<file path="src/rtl/count_event_logger_pkg.sv">
// Shared types for the count event logger: event classes and wrap counter width.
package cnt_evt_pkg;

   typedef enum logic [2:0] {
      STEP_UP = 3'd0,
      STEP_DN = 3'd1,
      WRAP_UP = 3'd2,
      WRAP_DN = 3'd3,
      JUMP    = 3'd4
   } evt_type_e;

   localparam int WRAP_CNT_W = 8;

   // Packed record layout for a counter observed at the default 4-bit width.
   typedef struct packed {
      evt_type_e  etype;
      logic [3:0] cnt;
      logic       dir;
   } evt_rec4_t;

   function automatic logic is_wrap(evt_type_e t);
      return (t == WRAP_UP) || (t == WRAP_DN);
   endfunction

endpackage

</file>
<file path="src/rtl/count_event_logger_if.sv">
// Valid/ready event record port between the logger and its consumer.
interface count_event_logger_if
   import cnt_evt_pkg::*;
#(
   parameter int WIDTH = 4
);
   logic             evt_valid;
   logic             evt_ready;
   evt_type_e        evt_type;
   logic [WIDTH-1:0] evt_count;
   logic             evt_dir;

   modport master (output evt_valid, evt_type, evt_count, evt_dir, input evt_ready);
   modport slave  (input evt_valid, evt_type, evt_count, evt_dir, output evt_ready);
endinterface

</file>
<file path="src/rtl/count_event_logger_fifo.sv">
// First-word-fall-through FIFO; head data reads as zero while empty.
module evt_fifo #(
   parameter int W     = 8,
   parameter int DEPTH = 4
) (
   input  logic         clk,
   input  logic         rst,
   input  logic         push,
   input  logic [W-1:0] push_data,
   input  logic         pop,
   output logic [W-1:0] pop_data,
   output logic         full,
   output logic         empty
);
   localparam int AW = $clog2(DEPTH);

   logic [W-1:0] mem [DEPTH];
   logic [AW:0]  wr_ptr;
   logic [AW:0]  rd_ptr;
   logic         push_ok;
   logic         pop_ok;

   assign empty    = (wr_ptr == rd_ptr);
   assign full     = (wr_ptr[AW] != rd_ptr[AW]) && (wr_ptr[AW-1:0] == rd_ptr[AW-1:0]);
   assign pop_ok   = pop && !empty;
   // A full FIFO still takes a push when the head leaves on the same edge.
   assign push_ok  = push && (!full || pop_ok);
   assign pop_data = empty ? '0 : mem[rd_ptr[AW-1:0]];

   always_ff @(posedge clk) begin
      if (!rst) begin
         wr_ptr <= '0;
         rd_ptr <= '0;
      end else begin
         if (push_ok) begin
            wr_ptr <= wr_ptr + 1'b1;
         end
         if (pop_ok) begin
            rd_ptr <= rd_ptr + 1'b1;
         end
      end
   end

   always_ff @(posedge clk) begin
      if (push_ok) begin
         mem[wr_ptr[AW-1:0]] <= push_data;
      end
   end
endmodule

</file>
<file path="src/rtl/count_event_logger.sv">
// Watches an up/down counter, classifies every change and queues one record per change.
//
//   state | meaning
//   INIT  | after reset; first sample loads prev_count, no event
//   RUN   | every change of count is classified and pushed
module count_event_logger
   import cnt_evt_pkg::*;
#(
   parameter int WIDTH      = 4,
   parameter int MAX_COUNT  = 6,
   parameter int FIFO_DEPTH = 4
) (
   input  logic                  clk,
   input  logic                  rst,
   input  logic [WIDTH-1:0]      count,
   input  logic                  updown,
   count_event_logger_if.master  evt,
   output logic [WRAP_CNT_W-1:0] wrap_cnt,
   output logic                  overflow
);
   typedef enum logic {INIT, RUN} state_e;

   typedef struct packed {
      evt_type_e        etype;
      logic [WIDTH-1:0] cnt;
      logic             dir;
   } evt_rec_t;

   localparam int REC_W = $bits(evt_rec_t);
   localparam logic [WIDTH-1:0] MAX_C = WIDTH'(MAX_COUNT);

   state_e           state;
   state_e           state_nxt;
   logic [WIDTH-1:0] prev_count;
   evt_type_e        cls;
   logic             push;
   logic             pop;
   logic             full;
   logic             empty;
   evt_rec_t         rec_in;
   evt_rec_t         head;
   logic [REC_W-1:0] head_bits;

   always_comb begin
      cls = JUMP;
      if (prev_count == MAX_C && count == '0) begin
         cls = WRAP_UP;
      end else if (prev_count == '0 && count == MAX_C) begin
         cls = WRAP_DN;
      end else if (count == prev_count + WIDTH'(1)) begin
         cls = STEP_UP;
      end else if (count == prev_count - WIDTH'(1)) begin
         cls = STEP_DN;
      end
   end

   always_ff @(posedge clk) begin
      if (!rst) begin
         state      <= INIT;
         prev_count <= '0;
      end else begin
         state      <= state_nxt;
         prev_count <= count;
      end
   end

   always_comb begin
      state_nxt = state;
      push      = 1'b0;
      case (state)
         INIT: state_nxt = RUN;
         RUN:  push      = (count != prev_count);
         default: state_nxt = INIT;
      endcase
   end

   assign rec_in = '{etype: cls, cnt: count, dir: updown};
   assign pop    = !empty && evt.evt_ready;

   evt_fifo #(
      .W     (REC_W),
      .DEPTH (FIFO_DEPTH)
   ) u_fifo (
      .clk       (clk),
      .rst       (rst),
      .push      (push),
      .push_data (rec_in),
      .pop       (pop),
      .pop_data  (head_bits),
      .full      (full),
      .empty     (empty)
   );

   assign head          = evt_rec_t'(head_bits);
   assign evt.evt_valid = !empty;
   assign evt.evt_type  = head.etype;
   assign evt.evt_count = head.cnt;
   assign evt.evt_dir   = head.dir;

   // Wraps count even when the record itself is dropped.
   always_ff @(posedge clk) begin
      if (!rst) begin
         wrap_cnt <= '0;
         overflow <= 1'b0;
      end else begin
         if (push && is_wrap(cls) && wrap_cnt != '1) begin
            wrap_cnt <= wrap_cnt + 1'b1;
         end
         if (push && full && !pop) begin
            overflow <= 1'b1;
         end
      end
   end
endmodule

</file>
<file path="src/flat_wrapper.sv">
// flat-port wrapper written by rule: the top's interface ports become plain ports
module count_event_logger_flat import cnt_evt_pkg::*;
#(
   parameter int WIDTH      = 4,
   parameter int MAX_COUNT  = 6,
   parameter int FIFO_DEPTH = 4
)
  (clk, rst, count, updown, wrap_cnt, overflow, evt_evt_valid, evt_evt_type, evt_evt_count, evt_evt_dir, evt_evt_ready);
  count_event_logger_if #(.WIDTH(WIDTH)) evt_i ();
  input  logic clk;
  input  logic rst;
  input  logic [WIDTH-1:0] count;
  input  logic updown;
  output logic [WRAP_CNT_W-1:0] wrap_cnt;
  output logic overflow;
  output wire logic [$bits(evt_i.evt_valid)-1:0] evt_evt_valid;
  output wire logic [$bits(evt_i.evt_type)-1:0] evt_evt_type;
  output wire logic [$bits(evt_i.evt_count)-1:0] evt_evt_count;
  output wire logic [$bits(evt_i.evt_dir)-1:0] evt_evt_dir;
  input wire logic [$bits(evt_i.evt_ready)-1:0] evt_evt_ready;
  assign evt_evt_valid = evt_i.evt_valid;
  assign evt_evt_type = evt_i.evt_type;
  assign evt_evt_count = evt_i.evt_count;
  assign evt_evt_dir = evt_i.evt_dir;
  assign evt_i.evt_ready = evt_evt_ready;
  count_event_logger #(.WIDTH(WIDTH), .MAX_COUNT(MAX_COUNT), .FIFO_DEPTH(FIFO_DEPTH)) u_core (.clk(clk), .rst(rst), .count(count), .updown(updown), .evt(evt_i), .wrap_cnt(wrap_cnt), .overflow(overflow));
endmodule
</file>
<file path="config.mk">
export PLATFORM = sky130hd
export DESIGN_NAME = count_event_logger_flat
export DESIGN_NICKNAME = d
export VERILOG_FILES = /design/src/rtl/count_event_logger_pkg.sv /design/src/rtl/count_event_logger_if.sv /design/src/rtl/count_event_logger_fifo.sv /design/src/rtl/count_event_logger.sv /design/src/flat_wrapper.sv
export SDC_FILE = /design/constraint.sdc
export NUM_CORES = 1
export LEC_CHECK = 0
export CORE_MARGIN = 2
export CORE_UTILIZATION = 50
export DETAILED_ROUTE_END_ITERATION = 10
export GPL_TIMING_DRIVEN = 0
export PLACE_DENSITY = 0.81
export SKIP_CTS_REPAIR_TIMING = 1
export SLEW_MARGIN = 0
export SYNTH_ARGS = -nofsm -noshare
export SYNTH_HDL_FRONTEND = slang
export SYNTH_SLANG_ARGS = --single-unit
</file>
<file path="constraint.sdc">
create_clock -name clk -period 4 [get_ports clk]
set_input_delay 0.4 -clock clk [delete_from_list [all_inputs] [get_ports clk]]
set_output_delay 0.4 -clock clk [all_outputs]
set_load 0.01 [all_outputs]
</file>
==> metrics.md <==
| Metric | Value |
|---|---|
| Distinct cell type count after synthesis | 42 |
| Final TNS setup | 0 ns |
| Fin. Hold Viols | 0 |
| Final wirelength | 4.116 mm |
| Port bufs | 25 |
| #FFs+latches synth | 54 |
| Clk pwr share | 23.8% |
| Global-route wire length before repair | 6.630 mm |
| Highest clock rate | 363.8 MHz |
| Rel. slew slack | 32.64% |
| Critical Path Sink Type | output port |
| Worst Tran Pin Value | 1.003 ns |
| CTS Root Cell | clkbuf_8 |
| Post-Syn Area per Cell | 13.02 um^2 |
| Fin crit period | 2.749 ns |
| Remaining Overflow, GRT | 0 |
| Final period utilization | 68.72% |
| GRT Overall Usage | 16.24% |
| Peak supply drop | 0.0001719 V |
| Iteration-0 DRC Markers | 64 |
| RePlAce Congestion | 0.7753 |
| Largest net degree at the start of global routing | 16 |
| Largest area contributor in the netlist | edfxtp_1 |
| CP max stage delay | 0.59 ns |
| ANT cells | 0 |
| Main synth FF type | edfxtp_1 |
| Clock Latency Late Sink | 0.30 ns |
| CP Max Fanout | 8 |
| Synthesized Nets | 208 |
| Clock skew | 0.01246 ns |
| # clock sinks | 54 |
| Commonest cells after routing, fill and taps aside | 32 x edfxtp_1, 25 x clkdlybuf4s50_1, 22 x dfxtp_1, 12 x nand2_1, 11 x xor2_1 |
| Critical Path Source Type | flop |
| Reg2reg path depth | 5 |
| Routed Antenna Nets | 0 |
| Cells along the critical path | clkbuf_1, mux4_2, nor2b_1, clkdlybuf4s50_1 |
| Worst Path Required | 3.60 ns |
| Final HPWL DP | 2.947 mm |
| Via count | 1544 |
| Final setup viols | 0 |
| Ratio of cells with drive above 1 in the final layout | 8.929% |
| Die height | 74.52 um |
| Nets | 240 |
| Total I/O pin count | 26 |
| Worst hold path stage count | 2 |
| Setup CP Type | flop to output port |
| Residual DRC count | 0 |
| Logic pwr share | 23.4% |
| Mapped Area | 0.002486 mm^2 |
| Core Rows | 25 |
| Reg power frac | 52.9% |
| Most common cell after layout, fill and taps aside | edfxtp_1 |
| Vias in the first global route | 1418 |
| Setup WS post-layout | 1.251 ns |
| Asr flop ratio synth | 0% |
| Drt pass-1 iters | 3 |
| Status | complete, no violations |
| Slew Viols, Final | 0 |
| Register area share after synthesis | 56.37% |
| Lkg Pwr | 1.026 nW |
| PD cells | 413.9 mW/mm^2 |
| RSZ-0062 raised after global routing | false |
| Slowest CP cell | mux4_2 |
| Yosys warns | 0 |
| Net switching power | 311.2 uW |
| Top-area cell type share of the netlist area | 38.65% |
| H-tree depth | 2 |
| Vias/cell | 5.306 |
| Starting Density | 52.29% |
| Worst slack at placement | 1.236 ns |
| Per-cell routed wire length | 14.14 um |
| Int Pwr | 891.9 uW |
| Clock transition at path regs | 0.09 ns |
| TritonCTS clock tree | yes |
| Total CTS buffers | 5 |
| HP Class | flop to flop |
| CTS max path bufs | 2 |
| Number of synthesized flops with an enable pin | 32 |
| Mapped Cells | 191 |
| Fin util | 61.13% |
| Initial antenna violation count | 0 |
| Sw frac | 25.87% |
| Die Span X | 74.52 um |
| Crit path DAT | 2.35 ns |
| Syn-to-layout area delta | 16.91% |
| Area contributors post-synth | edfxtp_1 39%, dfxtp_1 18%, mux4_2 7.2% |
| Maximum Capacitance Violations | 0 |
| DIE AREA | 0.005552 mm^2 |
| Core area | 0.004755 mm^2 |
-- state kept, by name, indices dropped and copies added, names as in the netlist, named ones only --
signal                cells
u_core.prev_count         4
u_core.u_fifo.mem        32
u_core.u_fifo.wr_ptr      3
u_core.wrap_cnt           8
u_core.state              1
u_core.overflow           1
u_core.u_fifo.rd_ptr      3
-- final cells by class --
type	count	area, um^2
repair buffers	25	250.2
fillers	407	1848
well taps	67	83.83
flip-flops and latches	54	1401
plain buffers	8	40.04
clock buffers	6	72.57
multi-input cells	121	1020
inverters	8	30.03
clock inverters	2	8.758
-- worst paths after layout --
path	start	to	slack (ns)
worst max-delay path	flop	evt_evt_count[0]	1.25
worst min-delay path	u_core.overflow	u_core.overflow	0.50
worst max register to register	u_core.prev_count[2]	u_core.u_fifo.mem[2][6]	1.90
worst min register to register	u_core.overflow	u_core.overflow	0.50
-- cells by family (layout without fill, tap and decap cells) --
group	Yosys count	count (layout)	synth area share, %
multiplexers	16	16	10.47
buffers and inverters	16	49	2.818
AO/OA/AOI/OAI	15	15	4.580
flip-flops	54	54	56.37
adder cells (fa/ha/maj)	9	9	4.530
XOR/XNOR	15	15	5.838
AND/OR/NAND/NOR	66	66	15.40
-- worst max-delay path, delay by kind of cell (launching register included) --
family | cells | cell delay [ns]
buf+inv | 2 | 1.01
mux | 1 | 0.59
flops | 1 | 0.31
simple gates | 1 | 0.14
-- Yosys cell counts (2+ instances only) --
cell type and instances:
nor4_1 2, clkbuf_1 4, mux4_2 8, dfxtp_1 22, edfxtp_1 32, and2_1 6, and4_1 2, xnor2_1 3
o311ai_0 2, nand2_1 12, nand2b_1 4, nand3_1 5, nor2_1 9, o41ai_1 2, mux2i_1 8, or4_1 2
nor3b_1 2, inv_1 7, o31ai_1 3, ha_1 9, a21oi_1 4, nor2b_1 8, buf_2 2, xor2_1 11
nor3_1 5
-- layer usage --
metal	wire length (um)	track usage [%]	share of wire, %	up-vias
li1	-	-	-	765
met4	62	5.952	1.5	0
met3	134	4.065	3.3	7
met1	1942	20.55	47	742
met5	0	0	0	-
met2	1977	27.14	48	30
-- per-stage QoR --
| step | total power [mW] | instance area [um^2] | hold slack [ns] | instances |
|---|---|---|---|---|
| 6_report | 1.203 | 2907 | 0.4990 | 291 |
| 5_1_grt | 1.261 | 2907 | 0.5308 | 291 |
| 4_1_cts | 1.220 | 2907 | 0.5071 | 291 |
| 3_5_place_dp | 0.9376 | 2825 | 0.4684 | 283 |
| 3_3_place_gp | 0.9294 | 2820 | 0.4721 | 283 |
| 2_1_floorplan | 0.8208 | 2486 | 0.4277 | 191 |
-- power by group through the flow --
| stage | logic, mW | clock network [mW] | registers, mW |
|---|---|---|---|
| after global routing | 0.310 | 0.312 | 0.639 |
| final | 0.281 | 0.286 | 0.636 |
| after floorplan | 0.176 | 0 | 0.645 |
| after detailed placement | 0.288 | 0 | 0.649 |
| after CTS | 0.288 | 0.295 | 0.637 |
| after global placement | 0.281 | 0 | 0.648 |
(Power assumes the default switching activity.)
